--- config.mk ---
export PLATFORM = sky130hd
export DESIGN_NAME = i2c_fifo
export DESIGN_NICKNAME = d
export VERILOG_FILES = /design/src/rtl/i2c_pkg.sv /design/src/rtl/i2c_fifo.sv
export SDC_FILE = /design/constraint.sdc
export NUM_CORES = 1
export LEC_CHECK = 0
export ABC_AREA = 1
export ABC_CLOCK_PERIOD_IN_PS = 2400
export CORE_MARGIN = 2
export CORE_UTILIZATION = 54
export CTS_CLUSTER_SIZE = 25
export DETAILED_ROUTE_END_ITERATION = 10
export GPL_TIMING_DRIVEN = 0
export PLACE_DENSITY = 0.73
export SETUP_SLACK_MARGIN = 0.1
export SLEW_MARGIN = 30
export SYNTH_ARGS = -nofsm -noshare
export SYNTH_HDL_FRONTEND = slang
export SYNTH_SLANG_ARGS = --single-unit
--- constraint.sdc ---
create_clock -name clk -period 2.4 [get_ports clk]
set_clock_uncertainty 0.05 [all_clocks]
set_input_delay 0.6 -clock clk [delete_from_list [all_inputs] [get_ports clk]]
set_output_delay 0.6 -clock clk [all_outputs]
set_load 0.02 [all_outputs]
--- src/rtl/i2c_pkg.sv ---
// Shared I2C constants: default FIFO depth and TX/RX entry widths.
package i2c_pkg;

    localparam int I2C_FIFO_DEPTH = 16;
    localparam int I2C_TXD_W      = 10;
    localparam int I2C_RXD_W      = 8;

endpackage

--- src/rtl/i2c_fifo.sv ---
// i2c_fifo: show-ahead FIFO with sticky overflow/underflow flags and synchronous flush.
// Threshold interrupt is built only when I2C_FIFO_THRESH_IRQ_EN is defined.
//
// Handshake: a write is taken on any cycle with wr=1 unless full (a
// simultaneous rd frees the slot); a pop is taken on any cycle with rd=1
// while not empty; dout always shows the head entry.
module i2c_fifo
    import i2c_pkg::*;
#(
    parameter int  DATA_W = I2C_TXD_W,
    parameter int  DEPTH  = I2C_FIFO_DEPTH,
    localparam int AW     = $clog2(DEPTH)
) (
    input  logic              clk,
    input  logic              rstn,
    input  logic              flush,
    input  logic              wr,
    input  logic [DATA_W-1:0] din,
    input  logic              rd,
    output logic [DATA_W-1:0] dout,
    output logic              full,
    output logic              empty,
    output logic [AW:0]       ocy,
    input  logic [AW:0]       pirq,
    output logic              irq_thr,
    output logic              ovf,
    output logic              unf,
    input  logic              err_clr
);

    localparam logic [AW:0] PTR_ONE = 1;

    logic [DATA_W-1:0] mem [DEPTH];
    logic [AW:0]       wptr;
    logic [AW:0]       rptr;
    logic [AW:0]       wptr_nxt;
    logic [AW:0]       rptr_nxt;
    logic              wr_ok;
    logic              rd_ok;
    logic              ovf_set;
    logic              unf_set;

    // Extra pointer MSB distinguishes full from empty when the low bits match.
    assign full  = (wptr[AW] != rptr[AW]) && (wptr[AW-1:0] == rptr[AW-1:0]);
    assign empty = (wptr == rptr);
    assign ocy   = wptr - rptr;
    assign dout  = mem[rptr[AW-1:0]];

    assign wr_ok   = wr && (!full || rd);
    assign rd_ok   = rd && !empty;
    assign ovf_set = wr && full && !rd;
    assign unf_set = rd && empty;

    always_comb begin
        wptr_nxt = wptr;
        rptr_nxt = rptr;
        if (flush) begin
            wptr_nxt = '0;
            rptr_nxt = '0;
        end else begin
            if (wr_ok) wptr_nxt = wptr + PTR_ONE;
            if (rd_ok) rptr_nxt = rptr + PTR_ONE;
        end
    end

    always_ff @(posedge clk or negedge rstn) begin
        if (!rstn) begin
            wptr <= '0;
            rptr <= '0;
        end else begin
            wptr <= wptr_nxt;
            rptr <= rptr_nxt;
        end
    end

    // Storage is deliberately left out of reset.
    always_ff @(posedge clk) begin
        if (wr_ok && !flush) mem[wptr[AW-1:0]] <= din;
    end

    // A new error event outranks err_clr in the same cycle.
    always_ff @(posedge clk or negedge rstn) begin
        if (!rstn) begin
            ovf <= 1'b0;
            unf <= 1'b0;
        end else begin
            ovf <= ovf_set || (ovf && !err_clr);
            unf <= unf_set || (unf && !err_clr);
        end
    end

`ifdef I2C_FIFO_THRESH_IRQ_EN
    localparam logic [AW:0] DEPTH_C = DEPTH[AW:0];

    logic [AW:0] ocy_nxt;
    logic        irq_q;

    // Registered from next-state occupancy so it lines up with the new ocy.
    assign ocy_nxt = wptr_nxt - rptr_nxt;

    always_ff @(posedge clk or negedge rstn) begin
        if (!rstn) begin
            irq_q <= 1'b0;
        end else begin
            irq_q <= (pirq < DEPTH_C) && (ocy_nxt > pirq);
        end
    end

    assign irq_thr = irq_q;
`else
    logic unused_pirq;

    assign unused_pirq = ^pirq;
    assign irq_thr     = 1'b0;
`endif

endmodule

Yosys cells after proc, flatten, opt, wreduce, memory -nomap -nowiden
Memories as Yosys holds them, arrays and structs flattened.
Cells that the tools add are included.

word-level totals
  memories kept = 1
  word-level logic and storage cells = 36
  output and inout port bits = 20
  bits in registers = 12
  input bits = 21
  bits in writable memories = 160

cells by class
  eq/ne operators = 3
  reductions and logical operators = 19
  $add $sub $neg = 3
  multiplexer cells = 6

memories
  name  words  bits a word  read ports  clocked after memory_dff  write ports  RTL line        source
  mem   16     10           1           0                         1            i2c_fifo.sv:33  logic [DATA_W-1:0] mem [DEPTH];

operator list
  kind                 count
  $mux 5               4
  $add 5x1->5 const B  2
  $logic_and 1x1->1    9
  $eq 5x5->1           1
  $logic_not 1->1      5
  $sub 5x5->5          1
  $eq 4x4->1           1
  $reduce_bool 2->1    2
  $logic_or 1x1->1     3
  $mux 1               2
  $ne 1x1->1           1

Longest topological paths before layout
Gate-level depths: netlist (run 1).

  depth after elaboration = 8
  mapped depth = 11
  gate-level depth less buffers = 9

Worst setup path after synthesis (run 1)
OpenSTA, ideal clock, no wires.

  path type = reg2reg
  from = register rptr[3]
  to = memory mem[12][0] (netlist bit) (enable)
  setup slack = -69 ps
  clock period less this slack = 2469 ps
  arrival time = 2043 ps
  setup time = 376 ps
  cell stages (with the launch flop) = 10
  cell sequence = dfrtp_1 -> inv_1 -> clkbuf_1 -> ha_1 -> nand2_2 -> nor2_4 -> nand3_4 -> nand3_4 -> buf_6 -> nor2_1

on the way
  cells in the longest elaborated chain, start to end = 8

RTL lines
  what                          RTL line        source
  start: declaration            i2c_fifo.sv:35  logic [AW:0] rptr;
  start signal: assignment      i2c_fifo.sv:72  rptr <= rptr_nxt;
  $eq 4x4->1                    i2c_fifo.sv:44  assign full = (wptr[AW] != rptr[AW]) && (wptr[AW-1:0] == rptr[AW-1:0]);
  $logic_and 1x1->1             i2c_fifo.sv:44
  $logic_not 1->1               i2c_fifo.sv:49  assign wr_ok = wr && (!full || rd);
  $logic_or 1x1->1              i2c_fifo.sv:49
  $logic_and 1x1->1             i2c_fifo.sv:49
  $logic_and 1x1->1             i2c_fifo.sv:78  if (wr_ok && !flush) mem[wptr[AW-1:0]] <= din;
  $mux 1                        i2c_fifo.sv:78
  $mux 1 (implied by the code)  i2c_fifo.sv:78
  end: declaration              i2c_fifo.sv:33

No other way between the ends.

Final worst setup path (run 1)
  from = register rptr[0]
  to = output ocy[4]

on the way
  cells in the longest elaborated chain, start to end = 1

RTL lines
  what              RTL line        source
  $sub 5x5->5       i2c_fifo.sv:46  assign ocy = wptr - rptr;
  end: declaration  i2c_fifo.sv:23  output logic [AW:0] ocy,

No other way between the ends.

==> results_dict.tcl, run 1 <==
set metrics [dict create \
    critPathSlowestCell "dfrtp_2" \
    crit_type "reg -> out" \
    cts_tree "built" \
    pin_count 41 \
    clockBufferDepth 2 \
    end_kind "output port" \
    finalNetCount 968 \
    die_x_um 126 \
    final_common_cell "nand2_1" \
    fp-row-count 44 \
    ir_drop_uv 570 \
    cp_common_cell "buf_6" \
    synth_area_leaders "edfxtp_1, nand2_1, inv_1" \
    cellLeakagePower_uw 0.00456 \
    max_cap_viol_count 0 \
    status "finished, violations left" \
    multiInputGateArea_um2 2460 \
    grt_usage_pct 25.0 \
    min_period_ns 2.68 \
    cts_root_buffer "clkbuf_16" \
    numCtsBuffers 17 \
    avgViaCountPerCell 5.34 \
    path_max_fanout 4 \
    antenna_found_initial 0 \
    drtPass1Iterations 6 \
    grt_max_degree 17 \
    initial_utilization_pct 55.3 \
    wl_per_cell_um 18.5 \
    clock_sinks 172 \
    tightest_slew_ns 0.868 \
    mostFrequentLayoutCells "nand2_1, inv_1, edfxtp_1, nand3_1, buf_4" \
    final-max-slew-violation-count 0 \
    register_area_um2 5110 \
    syn_nets 874 \
    first_iter_violations 637 \
    worst_slack_ns -0.279 \
    synth_seq_area_share_pct 63.5 \
    yosys_warnings 0 \
    portBuffers 33 \
    final_min_period_over_clock_period_pct 112 \
    cp-start-kind "flip-flop" \
    rsz0062_at_grt "true" \
    core_area_um2 14500 \
    synth_top_cell_area_share_pct 59.8 \
    power_uw 8000 \
    synth_area_um2 8040 \
    area_growth_pct 27.9 \
    max_slew_margin_pct 42.0 \
    fin_util_pct 70.7 \
    synth_seq_cells 172 \
    cp_cell_sequence "buf_6 > ha_4 > inv_4 > fa_2 > nand3_2 > nand2_2 > xor2_2 > buf_6" \
    clk_latency_ns 0.43 \
    htree_levels 4 \
    setup_violations 16 \
    dp_slack_ns -0.794 \
    fin_setup_tns_ns -3.02 \
    grt.overflow.total 0 \
    required_ns 1.75 \
    ant_nets 0 \
    slowest_delay_ns 0.47 \
    grt_pass1_vias 5745 \
    synth.largest_area_cell "edfxtp_1" \
    hp-class "in -> reg" \
    diodes 0 \
    drc 0 \
    place.gp.congestion 0.883 \
    hold_viol_final 0 \
    cts.reportedPaths.clkPinSlew_ns 0.07 \
    fill_cells 971 \
    final_layout_size_suffix_gt1_share_pct 22.4 \
    synth_cell_type_count 23 \
    syn_area_per_cell_um2 9.53 \
    synth_cells 843 \
    violations "negative setup slack" \
    crit_arrival_ns 2.03 \
    dieArea_um2 15900 \
    wl_um 21000 \
    p_per_area_nw_per_um2 778 \
    fmax_mhz 373 \
    fp.dieH_um 126 \
    vias 6056 \
    grt_pass1_wl_um 29800 \
    hpwl_um 12000 \
]
-- worst max-delay path: cells and delay by family, from the launching register on --
family | cells | cell delay (ns)
adder cells (fa/ha/maj) | 2 | 0.52
flip-flops | 1 | 0.47
buffers and inverters | 3 | 0.31
AND/OR/NAND/NOR | 2 | 0.16
XOR/XNOR | 1 | 0.15
-- cells by family (layout without fill, tap and decap cells) --
logic type | after synthesis | after routing | share of synthesized area, %
other | 1 | 1 | 0.0467
AND/OR/NAND/NOR | 442 | 443 | 23.3
adder cells (fa/ha/maj) | 10 | 10 | 1.65
flip-flops | 172 | 172 | 63.5
XOR/XNOR | 6 | 6 | 0.654
buffers and inverters | 208 | 314 | 10.5
AO/OA/AOI/OAI | 4 | 4 | 0.265
-- synthesized netlist by cell type, drive strengths merged --
library cell,number
dfrtp,12
ha,9
nor2,26
xor2,6
edfxtp,160
clkbuf,5
nand2,287
a21oi,2
o22ai,1
nand3,123
fa,1
conb,1
nand4,6
inv,171
buf,32
o21ai,1
-- power by group --
part / leakage, uW / switching [uW] / total [uW] / internal (uW)
logic: 0.00266 / 997 / 1690 / 696
registers: 0.00160 / 26.9 / 3340 / 3310
clock network: 0.000304 / 1200 / 2970 / 1760
-- cell type report --
cell class	instances	area share, %
Tap cell	184	2.24
Inverter	171	6.41
Sequential cell	172	49.7
Multi-Input combinational cell	464	24.0
Clock buffer	17	4.14
Buffer	36	3.60
Clock inverter	15	2.06
Timing Repair Buffer	75	7.91
-- stage by stage --
stage	std cells	cell area [um^2]	hold WS [ns]
5_1_grt	1134	10300	0.478
2_1_floorplan	843	8040	0.254
4_1_cts	1103	9620	0.459
3_3_place_gp	1060	8600	0.477
3_5_place_dp	1060	8600	0.493
6_report	1134	10300	0.479
-- what timing repair did --
item	CTS	global route
buffers inserted	11	29
hold buffers	0	0
endpoints found under the setup margin	177	127
pin swaps	14	33
gates resized for setup	177	82
gates cloned	0	3
-- flip-flops by register name, indices dropped and copies added, names as in the netlist --
signal and cells:
rptr 5, mem 160, unf 1, ovf 1, wptr 5
-- layer usage --
layer | up-vias | wire, um | global-route usage [%]
li1 | 2846 | - | -
met1 | 2864 | 8250 | 31.9
met2 | 295 | 10400 | 41.7
met3 | 51 | 1720 | 5.99
met4 | 0 | 626 | 9.31
met5 | - | 0 | 0
-- final timing paths --
check                              from   endpoint  slack, ns  depth (start not counted)
worst max-delay path            rptr[0]     ocy[4]      -0.28                          8
worst min-delay path                 wr    wptr[3]       0.48                          3
worst max register to register  rptr[1]  mem[1][3]       0.05                         11
worst min register to register      ovf        ovf       0.49                          2
max in group asynchronous          rstn    rptr[0]       1.40                          1
min in group asynchronous          rstn    wptr[3]       0.49                          1
Power figures use the tool's default switching activity.
==> run 2, diff against run 1 <==
Settings changed: CTS_BUF_LIST set to sky130_fd_sc_hd__clkbuf_8 sky130_fd_sc_hd__clkbuf_16.
==> results of run 2 <==
The final DEF is identical to that of run 1; final timing and power are the same.
